### src/rtl/key_filter_pkg.sv
// Shared definitions for the key filter family: channel FSM encoding and a
// counter-width helper used to size the debounce and hold counters.
package key_filter_pkg;

  typedef enum logic [1:0] {
    ST_IDLE      = 2'd0,
    ST_PRESS_CHK = 2'd1,
    ST_HELD      = 2'd2,
    ST_REL_CHK   = 2'd3
  } kf_state_e;

  // Bits needed to hold the values 0..n-1; never less than one bit.
  function automatic int kf_width(input int n);
    int w;
    w = 1;
    while ((32'd1 << w) < 32'(n)) begin
      w = w + 1;
    end
    return w;
  endfunction

endpackage

### src/rtl/key_filter_ch.sv
// One key channel: input synchroniser, debounce/hold FSM and registered
// press, release, long-press and auto-repeat flags.
module key_filter_ch
  import key_filter_pkg::*;
#(
  parameter int DEBOUNCE_CYCLES = 1000000,
  parameter int LONG_CYCLES     = 50000000,
  parameter int REPEAT_CYCLES   = 10000000,
  parameter int REPEAT_EN       = 1,
  parameter int ACTIVE_LOW      = 1
) (
  input  logic Clk,
  input  logic Reset_n,
  input  logic Key,
  output logic Key_State,
  output logic Key_P_Flag,
  output logic Key_R_Flag,
  output logic Key_L_Flag,
  output logic Key_Rep_Flag
);

  localparam int DW = kf_width(DEBOUNCE_CYCLES);
  localparam int HW = kf_width(LONG_CYCLES + 1);
  localparam logic [DW-1:0] DCNT_LAST   = DW'(DEBOUNCE_CYCLES - 1);
  localparam logic [HW-1:0] HCNT_LONG   = HW'(LONG_CYCLES - 1);
  localparam logic [HW-1:0] HCNT_SAT    = HW'(LONG_CYCLES);
  localparam logic          REP_ON      = (REPEAT_EN != 0);
  // Reloading below the long threshold makes the next hit land one repeat period later.
  localparam logic [HW-1:0] HCNT_RELOAD = REP_ON ? HW'(LONG_CYCLES - REPEAT_CYCLES) : HCNT_SAT;

  logic            key_norm_s;
  logic [1:0]      sync_r;
  logic            lvl_s;
  logic            dbnc_done_s;
  logic            hold_hit_s;
  kf_state_e       state_r;
  kf_state_e       state_nxt_s;
  logic [DW-1:0]   dcnt_r;
  logic [DW-1:0]   dcnt_nxt_s;
  logic [HW-1:0]   hcnt_r;
  logic [HW-1:0]   hcnt_nxt_s;
  logic            long_done_r;
  logic            long_done_nxt_s;
  logic            key_state_nxt_s;
  logic            p_nxt_s;
  logic            r_nxt_s;
  logic            l_nxt_s;
  logic            rep_nxt_s;

  // Normalise before synchronising so that 1 always means released.
  assign key_norm_s  = (ACTIVE_LOW != 0) ? Key : ~Key;
  assign lvl_s       = sync_r[1];
  assign dbnc_done_s = (dcnt_r == DCNT_LAST);
  assign hold_hit_s  = (hcnt_r == HCNT_LONG);

  // Two-flop synchroniser, reset to the released level.
  always_ff @(posedge Clk or negedge Reset_n) begin
    if (!Reset_n) begin
      sync_r <= 2'b11;
    end else begin
      sync_r <= {sync_r[0], key_norm_s};
    end
  end

  // State, counters and registered outputs.
  always_ff @(posedge Clk or negedge Reset_n) begin
    if (!Reset_n) begin
      state_r      <= ST_IDLE;
      dcnt_r       <= '0;
      hcnt_r       <= '0;
      long_done_r  <= 1'b0;
      Key_State    <= 1'b1;
      Key_P_Flag   <= 1'b0;
      Key_R_Flag   <= 1'b0;
      Key_L_Flag   <= 1'b0;
      Key_Rep_Flag <= 1'b0;
    end else begin
      state_r      <= state_nxt_s;
      dcnt_r       <= dcnt_nxt_s;
      hcnt_r       <= hcnt_nxt_s;
      long_done_r  <= long_done_nxt_s;
      Key_State    <= key_state_nxt_s;
      Key_P_Flag   <= p_nxt_s;
      Key_R_Flag   <= r_nxt_s;
      Key_L_Flag   <= l_nxt_s;
      Key_Rep_Flag <= rep_nxt_s;
    end
  end

  // Next-state decode.
  always_comb begin
    state_nxt_s = ST_IDLE;
    case (state_r)
      ST_IDLE:      state_nxt_s = lvl_s ? ST_IDLE : ST_PRESS_CHK;
      ST_PRESS_CHK: begin
        if (lvl_s) begin
          state_nxt_s = ST_IDLE;
        end else if (dbnc_done_s) begin
          state_nxt_s = ST_HELD;
        end else begin
          state_nxt_s = ST_PRESS_CHK;
        end
      end
      ST_HELD:      state_nxt_s = lvl_s ? ST_REL_CHK : ST_HELD;
      ST_REL_CHK: begin
        if (!lvl_s) begin
          state_nxt_s = ST_HELD;
        end else if (dbnc_done_s) begin
          state_nxt_s = ST_IDLE;
        end else begin
          state_nxt_s = ST_REL_CHK;
        end
      end
      default:      state_nxt_s = ST_IDLE;
    endcase
  end

  // Counter updates and flag generation.
  always_comb begin
    dcnt_nxt_s      = dcnt_r;
    hcnt_nxt_s      = hcnt_r;
    long_done_nxt_s = long_done_r;
    key_state_nxt_s = Key_State;
    p_nxt_s         = 1'b0;
    r_nxt_s         = 1'b0;
    l_nxt_s         = 1'b0;
    rep_nxt_s       = 1'b0;
    case (state_r)
      ST_IDLE: begin
        dcnt_nxt_s = '0;
      end
      ST_PRESS_CHK: begin
        if (lvl_s) begin
          dcnt_nxt_s = '0;
        end else if (dbnc_done_s) begin
          dcnt_nxt_s      = '0;
          hcnt_nxt_s      = '0;
          long_done_nxt_s = 1'b0;
          key_state_nxt_s = 1'b0;
          p_nxt_s         = 1'b1;
        end else begin
          dcnt_nxt_s = dcnt_r + 1'b1;
        end
      end
      ST_HELD: begin
        if (lvl_s) begin
          dcnt_nxt_s = '0;
        end else if (hold_hit_s) begin
          // First hit is the long press; later hits only occur with repeat enabled.
          if (long_done_r) begin
            rep_nxt_s = REP_ON;
          end else begin
            l_nxt_s = 1'b1;
          end
          long_done_nxt_s = 1'b1;
          hcnt_nxt_s      = HCNT_RELOAD;
        end else if (hcnt_r == HCNT_SAT) begin
          hcnt_nxt_s = hcnt_r;
        end else begin
          hcnt_nxt_s = hcnt_r + 1'b1;
        end
      end
      ST_REL_CHK: begin
        if (!lvl_s) begin
          dcnt_nxt_s = '0;
        end else if (dbnc_done_s) begin
          dcnt_nxt_s      = '0;
          key_state_nxt_s = 1'b1;
          r_nxt_s         = 1'b1;
        end else begin
          dcnt_nxt_s = dcnt_r + 1'b1;
        end
      end
      default: begin
        dcnt_nxt_s = '0;
        hcnt_nxt_s = '0;
      end
    endcase
  end

endmodule

### src/rtl/key_filter_array.sv
// N-channel key debouncer bank: independent key_filter_ch instances plus the
// combined press/release flag per channel.
module key_filter_array
  import key_filter_pkg::*;
#(
  parameter int N_KEYS          = 4,
  parameter int DEBOUNCE_CYCLES = 1000000,
  parameter int LONG_CYCLES     = 50000000,
  parameter int REPEAT_CYCLES   = 10000000,
  parameter int REPEAT_EN       = 1,
  parameter int ACTIVE_LOW      = 1
) (
  input  logic              Clk,
  input  logic              Reset_n,
  input  logic [N_KEYS-1:0] Key,
  output logic [N_KEYS-1:0] Key_State,
  output logic [N_KEYS-1:0] Key_P_Flag,
  output logic [N_KEYS-1:0] Key_R_Flag,
  output logic [N_KEYS-1:0] Key_L_Flag,
  output logic [N_KEYS-1:0] Key_Rep_Flag,
  output logic [N_KEYS-1:0] Key_Flag
);

  for (genvar g = 0; g < N_KEYS; g++) begin : g_ch
    key_filter_ch #(
      .DEBOUNCE_CYCLES (DEBOUNCE_CYCLES),
      .LONG_CYCLES     (LONG_CYCLES),
      .REPEAT_CYCLES   (REPEAT_CYCLES),
      .REPEAT_EN       (REPEAT_EN),
      .ACTIVE_LOW      (ACTIVE_LOW)
    ) u_ch (
      .Clk          (Clk),
      .Reset_n      (Reset_n),
      .Key          (Key[g]),
      .Key_State    (Key_State[g]),
      .Key_P_Flag   (Key_P_Flag[g]),
      .Key_R_Flag   (Key_R_Flag[g]),
      .Key_L_Flag   (Key_L_Flag[g]),
      .Key_Rep_Flag (Key_Rep_Flag[g])
    );
  end

  // Both inputs are registered, so this stays aligned with the individual flags.
  assign Key_Flag = Key_P_Flag | Key_R_Flag;

endmodule
### config.mk
export PLATFORM = sky130hd
export DESIGN_NAME = key_filter_array
export DESIGN_NICKNAME = d
export VERILOG_FILES = /design/src/rtl/key_filter_pkg.sv /design/src/rtl/key_filter_ch.sv /design/src/rtl/key_filter_array.sv
export SDC_FILE = /design/constraint.sdc
export NUM_CORES = 1
export LEC_CHECK = 0
export ABC_AREA = 1
export CAP_MARGIN = 25
export CORE_UTILIZATION = 64
export DETAILED_ROUTE_END_ITERATION = 8
export GPL_TIMING_DRIVEN = 1
export PLACE_DENSITY = 0.85
export SLEW_MARGIN = 10
export SYNTH_ARGS = -nofsm -noshare
export SYNTH_HDL_FRONTEND = slang
export SYNTH_HIERARCHICAL = 1
export SYNTH_SLANG_ARGS = --single-unit
### constraint.sdc
create_clock -name Clk -period 2.17 [get_ports Clk]
set_clock_uncertainty 0.05 [all_clocks]
set_input_delay 0.5425 -clock Clk [delete_from_list [all_inputs] [get_ports Clk]]
set_output_delay 0.5425 -clock Clk [all_outputs]
set_load 0.05 [all_outputs]
After elaboration in Yosys (flattened, before gate mapping)
Index checks and enable logic that the tools add are counted.
Widths: inputs -> output; s select.
{"block": "totals", "register_bits": 224, "out_inout_bits": 24}
{"block": "op_classes", "n_eq_ne": 56, "bitwise_logic": 1, "muxes": 156, "reduce_logical": 24, "n_addsub": 8}
{"op": "$mux 26", "count": 20}
{"op": "$mux 20", "count": 16}
{"op": "$pmux 20 s4", "count": 4}
{"op": "$eq 26x26->1 const B", "count": 8}
{"op": "$pmux 26 s2", "count": 4}
{"op": "$add 26x1->26 const B", "count": 4}
{"op": "$mux 1", "count": 84}
{"op": "$add 20x1->20 const B", "count": 4}
{"op": "$eq 20x20->1 const B", "count": 4}
{"op": "$reduce_and 5->1", "count": 12}
{"op": "$ne 2x1->1 const B", "count": 20}
{"op": "$mux 2", "count": 16}
{"op": "$pmux 2 s4", "count": 4}
{"op": "$eq 2x2->1 const B", "count": 8}
{"op": "$ne 2x2->1 const B", "count": 8}
{"op": "$pmux 1 s2", "count": 8}
{"op": "$reduce_bool 2->1", "count": 8}
{"op": "$ne 3x2->1 const B", "count": 4}
{"op": "$eq 2x1->1 const B", "count": 4}
{"op": "$logic_not 2->1", "count": 4}
{"op": "$or 4x4->4", "count": 1}

Longest topological paths before layout
Gate-level depths: netlist (run 1).
{"block": "depth", "depth_word": 5, "depth_mapped": 12}

Modules after synthesis
The synthesis (run 1) kept the hierarchy.
{"module": "key_filter_ch at g_ch[0].u_ch ...", "cells_per_inst": 541, "seq_area_each_um2": 1405.1, "instances": 3, "area_each_um2": 3578.4}
{"module": "key_filter_ch at g_ch[3].u_ch", "cells_per_inst": 570, "seq_area_each_um2": 1405.1, "instances": 1, "area_each_um2": 3691.0}
{"module": "key_filter_array", "cells_per_inst": 12, "seq_area_each_um2": 0.0, "instances": 1, "area_each_um2": 45.0}

Least setup slack after synthesis (run 1)
No wires, ideal clock.
{"block": "synth_path", "path_kind": "reg-to-reg", "from": "register g_ch[3].u_ch.hcnt_r[1]", "to": "register g_ch[3].u_ch.hcnt_r[17]", "setup_ns": 0.117, "path_stages_with_launch": 12, "t_arrival_ns": 1.565, "t_required_ns": 2.003, "path_slack_ns": 0.439, "period_less_slack_ns": 1.731, "n_path_buf": 1, "path_cell_list": "dfrtp_1 ha_1 nand3_2 nor2_2 nand2_1 nor2_2 nor2_2 nand2_4 nand2_8 buf_6 nand2_1 nand2_1"}
{"block": "synth_between", "elab_chain_cells": 5, "elab_cells_between_ends": 9, "cone_classes": "1 x add/sub; 3 x eq/ne; 4 x mux; 1 x reduce/logical"}
{"element": "start, declared", "line_no": "key_filter_ch.sv:40", "rtl": "logic [HW-1:0] hcnt_r;"}
{"element": "start signal, assigned", "line_no": "key_filter_ch.sv:80", "rtl": "hcnt_r <= hcnt_nxt_s;"}
{"element": "$add 26x1->26", "line_no": "key_filter_ch.sv:160", "rtl": "hcnt_nxt_s = hcnt_r + 1'b1;"}
{"element": "$mux 26", "line_no": "key_filter_ch.sv:157", "rtl": "end else if (hcnt_r == HCNT_SAT) begin"}
{"element": "$mux 26", "line_no": "key_filter_ch.sv:148", "rtl": "end else if (hold_hit_s) begin"}
{"element": "$mux 26", "line_no": "key_filter_ch.sv:146", "rtl": "if (lvl_s) begin"}
{"element": "$pmux 26 s2", "line_no": "key_filter_ch.sv:128", "rtl": "case (state_r)"}
Several ways; a longest one is shown, not always the timed one. The select of a mux whose other input is x is not followed.
A chain may end at the register's enable or synchronous reset.

Final worst setup path (run 1)
{"block": "layout_path", "from": "register g_ch[3].u_ch.sync_r[1]", "to": "register g_ch[3].u_ch.dcnt_r[19]"}
{"block": "layout_between", "elab_chain_cells": 2, "elab_cells_between_ends": 4, "cone_classes": "1 x eq/ne; 3 x mux"}
{"element": "start, declared", "line_no": "key_filter_ch.sv:32", "rtl": "logic [1:0] sync_r;"}
{"element": "start signal, assigned", "line_no": "key_filter_ch.sv:61", "rtl": "sync_r <= {sync_r[0], key_norm_s};"}
{"element": "$mux 20, on equally long branches", "line_no": "key_filter_ch.sv:164, key_filter_ch.sv:133"}
{"element": "$pmux 20 s4", "line_no": "key_filter_ch.sv:128"}
{"element": "end signal, assigned", "line_no": "key_filter_ch.sv:79", "rtl": "dcnt_r <= dcnt_nxt_s;"}
{"element": "end, declared", "line_no": "key_filter_ch.sv:38", "rtl": "logic [DW-1:0] dcnt_r;"}
Several ways; a longest one is shown, not always the timed one.

==> results of run 1 <==
-- report_power, final --
part	internal, mW	switching (mW)	total [mW]
clock network	2.61	1.74	4.36
registers	4.20	0.0183	4.22
logic	0.0437	0.138	0.182
total	6.86	1.90	8.76
-- worst max-delay path by stage --
stage	endpoint	slack, ns	start	cells after the start
floorplan	g_ch[3].u_ch/hcnt_r[17]	0.44	g_ch[3].u_ch/hcnt_r[1]	11
global placement	g_ch[3].u_ch/dcnt_r[7]	0.14	g_ch[3].u_ch/dcnt_r[0]	8
detailed placement	g_ch[3].u_ch/dcnt_r[18]	0.09	g_ch[3].u_ch/dcnt_r[0]	8
CTS	g_ch[3].u_ch/dcnt_r[7]	0.08	g_ch[3].u_ch/dcnt_r[0]	8
global route	g_ch[3].u_ch/dcnt_r[11]	0.002	g_ch[3].u_ch/sync_r[1]	7
finish	g_ch[3].u_ch/dcnt_r[19]	0.15	g_ch[3].u_ch/sync_r[1]	7
-- cells by family (layout without fill, tap and decap cells) --
group	count (synthesis)	after routing
AO/OA/AOI/OAI	116	116
AND/OR/NAND/NOR	1510	1510
XOR/XNOR	49	49
adder cells (fa/ha/maj)	12	12
flip-flops	224	224
buffers and inverters	294	372
-- through the flow --
| step | area, um^2 | hold slack, ns | instances |
|---|---|---|---|
| after floorplan | 14470 | 0.1969 | 2205 |
| after CTS | 16010 | 0.3079 | 2561 |
| final | 16060 | 0.3067 | 2563 |
| after global placement | 15150 | 0.2962 | 2512 |
| after detailed placement | 15150 | 0.2972 | 2512 |
| after global routing | 16060 | 0.3150 | 2563 |
-- cells in the mapped netlist (4+ instances only) --
cell,number
sky130_fd_sc_hd__inv_2,11
sky130_fd_sc_hd__buf_2,5
sky130_fd_sc_hd__a21oi_1,56
sky130_fd_sc_hd__nor3_1,45
sky130_fd_sc_hd__ha_1,12
sky130_fd_sc_hd__dfrtp_1,212
sky130_fd_sc_hd__inv_1,249
sky130_fd_sc_hd__nor3b_1,6
sky130_fd_sc_hd__xnor2_1,10
sky130_fd_sc_hd__clkbuf_1,13
sky130_fd_sc_hd__dfstp_2,12
sky130_fd_sc_hd__o21ai_0,50
sky130_fd_sc_hd__nor2_1,393
sky130_fd_sc_hd__nor2_4,8
sky130_fd_sc_hd__nand4_1,47
sky130_fd_sc_hd__nand3_2,4
sky130_fd_sc_hd__nand3_1,192
sky130_fd_sc_hd__xor2_1,39
sky130_fd_sc_hd__buf_4,5
sky130_fd_sc_hd__nand2_1,748
sky130_fd_sc_hd__o21bai_1,9
sky130_fd_sc_hd__nand2_2,15
sky130_fd_sc_hd__buf_6,8
sky130_fd_sc_hd__nand2_4,7
sky130_fd_sc_hd__nor2_2,29
sky130_fd_sc_hd__nand3b_1,7
-- critical path, cell delays in order (launching register included) --
cell and delay, ns:
sky130_fd_sc_hd__dfstp_2 0.54, sky130_fd_sc_hd__inv_1 0.07, sky130_fd_sc_hd__nand3_1 0.35, sky130_fd_sc_hd__nand4_1 0.26, sky130_fd_sc_hd__nor2_1 0.29, sky130_fd_sc_hd__nand3_1 0.13
sky130_fd_sc_hd__o21ai_0 0.16, sky130_fd_sc_hd__nor2_1 0.06
-- final cells by class --
class | count | area (um^2) | area share [%]
multi-input cells | 1687 | 7694 | 47.90
flip-flops and latches | 224 | 5620 | 34.99
inverters | 263 | 989.7 | 6.162
clock buffers | 34 | 730.7 | 4.549
repair buffers | 61 | 535.5 | 3.334
well taps | 280 | 350.3 | 2.181
clock inverters | 14 | 141.4 | 0.8803
-- routing by layer --
layer,share of wire [%],track usage (%),vias to the layer above
met1,44,41.27,6489
met3,5.6,3.385,63
li1,-,-,7025
met5,0,0,-
met4,2.0,8.892,0
met2,48,51.46,412
-- state kept, by name, summed over array words and instances (netlist names) --
register and count:
g_ch.u_ch/Key_L_Flag 4, g_ch.u_ch/Key_P_Flag 4, g_ch.u_ch/Key_R_Flag 4, g_ch.u_ch/Key_Rep_Flag 4, g_ch.u_ch/Key_State 4, g_ch.u_ch/dcnt_r 80, g_ch.u_ch/hcnt_r 104, g_ch.u_ch/long_done_r 4
g_ch.u_ch/state_r 8, g_ch.u_ch/sync_r 8
-- repair_timing --
action / in CTS / in global routing
buffers inserted: 0 / 2
hold endpoints to repair: 34 / 0
pin swaps: 0 / 1
setup endpoints to repair: 16 / 61
resized for setup: 16 / 10
hold buffers: 1 / 0
==> impl_metrics.sql, run 1 <==
INSERT INTO impl_metrics (metric_group, metric, value, unit) VALUES
('outcome', 'status', 'finished with violations', ''),
('outcome', 'failed_checks', 'design-rule violations', ''),
('final_layout', 'share_of_layout_cells_above_drive_strength_1', '8.060', '%'),
('power_and_ir_drop', 'powerDensity', '545.5', 'mW/mm^2'),
('power_and_ir_drop', 'p_leak', '7.312', 'nW'),
('floorplanning', 'io-pin-count', '30', ''),
('min_path', 'hold-path-endpoint', 'g_ch[2].u_ch/sync_r[1]', ''),
('sta', 'layout_min_cycle_time', '2.023', 'ns'),
('placement', 'detailedPlacementHpwl', '24.93', 'mm'),
('sta', 'setup_viol', '0', ''),
('logic_synthesis', 'synth_enable_flop_cells', '0', ''),
('worst_setup_path', 'worstReg2RegEnd', 'g_ch[3].u_ch/dcnt_r[19]', ''),
('clock_tree', 'ctsRootBufferMaster', 'sky130_fd_sc_hd__clkbuf_16', ''),
('drt', 'vias', '13989', ''),
('min_path', 'whs_path_depth', '0', ''),
('clock_tree', 'htree_num_levels', '1', ''),
('worst_setup_path', 'timing_worst_setup_path_type', 'reg2reg', ''),
('drt', 'ant_nets', '0', ''),
('logic_synthesis', 'dominantRegCellSynth', 'sky130_fd_sc_hd__dfrtp_1', ''),
('sta', 'rsz0062_at_grt', 'no', ''),
('job', 'drv.max_cap_violation_count', '0', ''),
('sta', 'max_slew_margin', '66.79', '%'),
('logic_synthesis', 'synthesis.area_per_instance', '6.563', 'um^2'),
('global_route', 'grt.total_usage', '30.39', '%'),
('logic_synthesis', 'synth-seq-area-share', '38.84', '%'),
('logic_synthesis', 'synth_fp_nets', '2223', ''),
('logic_synthesis', 'synth_seq_cells', '224', ''),
('logic_synthesis', 'muxShareOfSynthArea', '0', '%'),
('logic_synthesis', 'synth-simple-area-share', '44.74', '%'),
('worst_setup_path', 'timing.critical_path.arrival', '2.39', 'ns'),
('drt', 'drt_iter0_markers', '1111', ''),
('final_layout', 'final.fill_count', '1828', ''),
('global_route', 'first_global_vias', '13296', ''),
('worst_setup_path', 'worst_setup_path_end_kind', 'register', ''),
('clock_tree', 'clkTransAtPathRegs', '0.06', 'ns'),
('sta', 'timing_max_transition_violations_final', '0', ''),
('floorplanning', 'floorplan.core_area', '0.02203', 'mm^2'),
('clock_tree', 'worst_skew_pair.late_latency', '0.54', 'ns'),
('floorplanning', 'dieWidth', '152.4', 'um'),
('logic_synthesis', 'netlist.top_cell.by_area', 'sky130_fd_sc_hd__dfrtp_1', ''),
('clock_tree', 'clock-sinks', '224', ''),
('min_path', 'hold_path.startpoint', 'g_ch[2].u_ch/sync_r[0]', ''),
('worst_setup_path', 'r2r.worst_path.cells', '7', ''),
('logic_synthesis', 'synth_area_leaders', 'sky130_fd_sc_hd__dfrtp_1 (37%), sky130_fd_sc_hd__nand2_1 (19%), sky130_fd_sc_hd__nor2_1 (10%)', ''),
('final_layout', 'layout.core_utilization', '72.92', '%'),
('final_layout', 'layout.cells.most_common_list', 'sky130_fd_sc_hd__nand2_1 (745), sky130_fd_sc_hd__nor2_1 (393), sky130_fd_sc_hd__inv_1 (248)', ''),
('drt', 'total_detailed_routing_wirelength', '34.66', 'mm'),
('sta', 'timing.fmax', '0.4942', 'GHz'),
('floorplanning', 'die_area', '0.02322', 'mm^2'),
('clock_tree', 'cts_tree', 'yes', ''),
('sta', 'final_worst_path_setup_slack', '0.1467', 'ns'),
('drt', 'post-route-drc-count', '2', ''),
('drt', 'drtPass1Iterations', '8', ''),
('final_layout', 'antenna_cells', '0', ''),
('logic_synthesis', 'synth_top_family_by_area', 'simple AND/OR/NAND/NOR gates', ''),
('logic_synthesis', 'synth-async-reset-ratio', '100.0', '%'),
('power_and_ir_drop', 'design_power_total', '8.762', 'mW'),
('min_path', 'holdCritPathClass', 'reg2reg', ''),
('worst_setup_path', 'cp_max_fo', '10', ''),
('global_route', 'grt_max_degree', '55', ''),
('final_layout', 'most_frequent_standard_cell_in_the_layout_excluding_fill_and_tap_cells', 'sky130_fd_sc_hd__nand2_1', ''),
('final_layout', 'nNetsFinal', '2281', ''),
('logic_synthesis', 'mappedNetlistArea', '0.01447', 'mm^2'),
('logic_synthesis', 'synth.distinct_cells', '33', ''),
('placement', 'dp_slack', '0.09484', 'ns'),
('global_route', 'grt_pass1_wl', '59.81', 'mm'),
('worst_setup_path', 'critical_path.startpoint_type', 'register', ''),
('global_route', 'grt_overflow_total', '0', ''),
('worst_setup_path', 'critical_path.reg2reg.startpoint', 'g_ch[3].u_ch/sync_r[1]', ''),
('final_layout', 'area_growth', '10.99', '%'),
('drt', 'drt-vias-per-instance', '5.458', '');
(Power assumes the default switching activity.)
==> inputs of run 2 (changes only) <==
- PLACE_DENSITY: 0.85 -> 0.82
==> impl_metrics.sql, run 2 (synthesis gave the netlist of run 1 again) <==
INSERT INTO impl_metrics (metric_group, metric, value, unit) VALUES
('worst_setup_path', 'worst_setup_path_end_kind', 'output port', ''),
('power_and_ir_drop', 'ir_worst_vdd', '0.6177', 'mV'),
('sta', 'final_worst_path_setup_slack', '0.08512', 'ns'),
('drt', 'vias', '13885', ''),
('drt', 'total_detailed_routing_wirelength', '34.60', 'mm'),
('worst_setup_path', 'cp.required', '1.58', 'ns'),
('drt', 'drt_iter0_markers', '1083', ''),
('placement', 'dp_slack', '0.1079', 'ns'),
('worst_setup_path', 'r2r.worst_path.cells', '11', ''),
('drt', 'per_cell_routed_wire_length', '13.51', 'um'),
('sta', 'timing.fmax', '0.4796', 'GHz'),
('global_route', 'first_global_vias', '13213', ''),
('placement', 'detailedPlacementHpwl', '25.43', 'mm'),
('clock_tree', 'tritoncts.num_buffers', '25', ''),
('clock_tree', 'cts_tree', 'yes', ''),
('floorplanning', 'num_rows', '54', ''),
('worst_setup_path', 'cp_max_fo', '2', ''),
('sta', 'setup_total_negative_slack', '0', 'ns'),
('drt', 'ant_nets', '0', ''),
('sta', 'timing_max_transition_violations_final', '0', ''),
('outcome', 'failed_checks', 'design-rule violations', ''),
('floorplanning', 'floorplan.core_area', '0.02203', 'mm^2'),
('clock_tree', 'worst_skew_pair.late_latency', '0.53', 'ns'),
('outcome', 'status', 'finished with violations', ''),
('floorplanning', 'initial_utilization', '65.70', '%'),
('clock_tree', 'cts_buffer_depth', '3', ''),
('worst_setup_path', 'worstReg2RegEnd', 'g_ch[2].u_ch/hcnt_r[11]', ''),
('clock_tree', 'htree_num_levels', '1', ''),
('final_layout', 'nNetsFinal', '2280', ''),
('placement', 'routability_congestion_estimate_from_global_placement', '0.9816', ''),
('final_layout', 'antenna_cells', '0', ''),
('clock_tree', 'clock-sinks', '224', ''),
('drt', 'post-route-drc-count', '2', ''),
('global_route', 'grt_max_degree', '53', ''),
('final_layout', 'layout_top_registers', 'g_ch.u_ch/hcnt_r: 104 flops, g_ch.u_ch/dcnt_r: 80 flops', ''),
('final_layout', 'most_frequent_standard_cell_in_the_layout_excluding_fill_and_tap_cells', 'sky130_fd_sc_hd__nand2_1', ''),
('sta', 'setup_viol', '0', ''),
('drt', 'drt-vias-per-instance', '5.422', ''),
('final_layout', 'largest_register_ff_count', '104', ''),
('worst_setup_path', 'critical_path.startpoint_type', 'register', ''),
('final_layout', 'share_of_layout_cells_above_drive_strength_1', '8.067', '%'),
('power_and_ir_drop', 'powerDensity', '557.2', 'mW/mm^2'),
('worst_setup_path', 'timing_worst_setup_path_type', 'reg2out', ''),
('worst_setup_path', 'ff2ff_setup_slack', '0.17', 'ns'),
('worst_setup_path', 'cp-startpoint', 'g_ch[1].u_ch/Key_P_Flag', ''),
('worst_setup_path', 'timing_endpoint_of_the_critical_path', 'Key_Flag[1]', ''),
('floorplanning', 'die_area', '0.02322', 'mm^2'),
('job', 'drv.max_cap_violation_count', '0', ''),
('floorplanning', 'dieWidth', '152.4', 'um'),
('clock_tree', 'ctsRootBufferMaster', 'sky130_fd_sc_hd__clkbuf_16', ''),
('final_layout', 'layout.cells.most_common_list', 'sky130_fd_sc_hd__nand2_1 (746), sky130_fd_sc_hd__nor2_1 (392), sky130_fd_sc_hd__inv_1 (248)', ''),
('floorplanning', 'io-pin-count', '30', ''),
('sta', 'final_hold_violation_count', '0', ''),
('power_and_ir_drop', 'p_leak', '7.330', 'nW'),
('min_path', 'holdCritPathClass', 'reg2reg', ''),
('sta', 'max_slew_margin', '65.97', '%'),
('placement', 'place.port_buffers', '29', ''),
('final_layout', 'top_register', 'g_ch.u_ch/hcnt_r', ''),
('sta', 'rsz0062_at_grt', 'no', ''),
('sta', 'slew_at_the_pin_with_the_worst_max_slew_slack', '0.5125', 'ns'),
('global_route', 'grt.total_usage', '30.69', '%'),
('sta', 'layout_min_cycle_time', '2.085', 'ns'),
('worst_setup_path', 'critical_path.reg2reg.startpoint', 'g_ch[2].u_ch/hcnt_r[0]', ''),
('worst_setup_path', 'timing.critical_path.arrival', '1.49', 'ns'),
('global_route', 'grt_overflow_total', '0', ''),
('final_layout', 'area_growth', '11.31', '%'),
('sta', 'final_worst_path_cycle_share', '96.08', '%'),
('floorplanning', 'dieHeight', '152.4', 'um'),
('global_route', 'grt_pass1_wl', '60.37', 'mm'),
('clock_tree', 'clkTransAtPathRegs', '0.06', 'ns'),
('global_route', 'antenna_found_initial', '0', ''),
('sta', 'timing.hold.ws', '0.3070', 'ns'),
('drt', 'drtPass1Iterations', '7', '');
==> run 2: cell types whose count changed in the layout (fill, tap and decap cells not counted), sizes merged <==
cell / before / now
buf: 40 / 39
bufinv: 2 / 4
clkbuf: 34 / 33
clkinv: 14 / 7
clkinvlp: 1 / 4
dlygate4sd2: 16 / 17
inv: 260 / 261
==> run 2: layout make-up <==
class | instances | area [um^2]
Clock buffer | 33 | 735.7
Clock inverter | 13 | 178.9
Fill cell | 1846 | 5918
Inverter | 263 | 989.7
Multi-Input combinational cell | 1687 | 7682
Sequential cell | 224 | 5622
Tap cell | 280 | 350.3
Timing Repair Buffer | 61 | 549.3
==> run 2: power breakdown <==
group	internal, mW	switching [mW]	total [mW]	leakage, nW
logic	0.0425	0.135	0.177	3.81
clock network	2.86	1.72	4.58	0.443
registers	4.20	0.0184	4.22	3.07
total	7.10	1.87	8.98	7.33
==> run 2: worst max-delay path, cell delays in order (launching register included) <==
cell	delay, ns
sky130_fd_sc_hd__dfrtp_1	0.35
sky130_fd_sc_hd__inv_1	0.05
sky130_fd_sc_hd__nand2_1	0.06
sky130_fd_sc_hd__dlygate4sd2_1	0.52
==> run 2: stage by stage <==
step / cells / utilization, % / total power [mW] / cell area (um^2)
2_1_floorplan: 2205 / - / 4.346 / 14470
3_3_place_gp: 2513 / 68.83 / 4.470 / 15160
3_5_place_dp: 2513 / 68.83 / 4.477 / 15160
4_1_cts: 2560 / 72.93 / 9.070 / 16060
5_1_grt: 2561 / 73.13 / 9.247 / 16110
6_report: 2561 / 73.13 / 8.976 / 16110
==> run 2: worst min-delay path by stage <==
stage	slack, ns	depth (start not counted)	startpoint	endpoint
2_1_floorplan	0.20	0	Reset_n	g_ch[0].u_ch/Key_L_Flag
3_3_place_gp	0.30	0	g_ch[2].u_ch/sync_r[0]	g_ch[2].u_ch/sync_r[1]
3_5_place_dp	0.30	0	g_ch[1].u_ch/sync_r[0]	g_ch[1].u_ch/sync_r[1]
4_1_cts	0.31	0	g_ch[0].u_ch/sync_r[0]	g_ch[0].u_ch/sync_r[1]
5_1_grt	0.31	0	g_ch[0].u_ch/sync_r[0]	g_ch[0].u_ch/sync_r[1]
6_report	0.31	0	g_ch[0].u_ch/sync_r[0]	g_ch[0].u_ch/sync_r[1]
==> run 2: what timing repair did <==
action / in CTS / in global routing
gates cloned: 0 / 0
resized for setup: 17 / 9
buffers inserted: 0 / 1
setup endpoints to repair: 17 / 51
pin swaps: 0 / 1
hold endpoints to repair: 34 / 0
hold buffers: 1 / 0
==> run 2: metal layers <==
metal	vias up	part of all wire, %	global-route usage, %
met5	-	0	0
met4	0	2.5	9.961
met3	72	5.2	3.441
met2	417	47	51.11
met1	6386	45	42.05
li1	7010	-	-
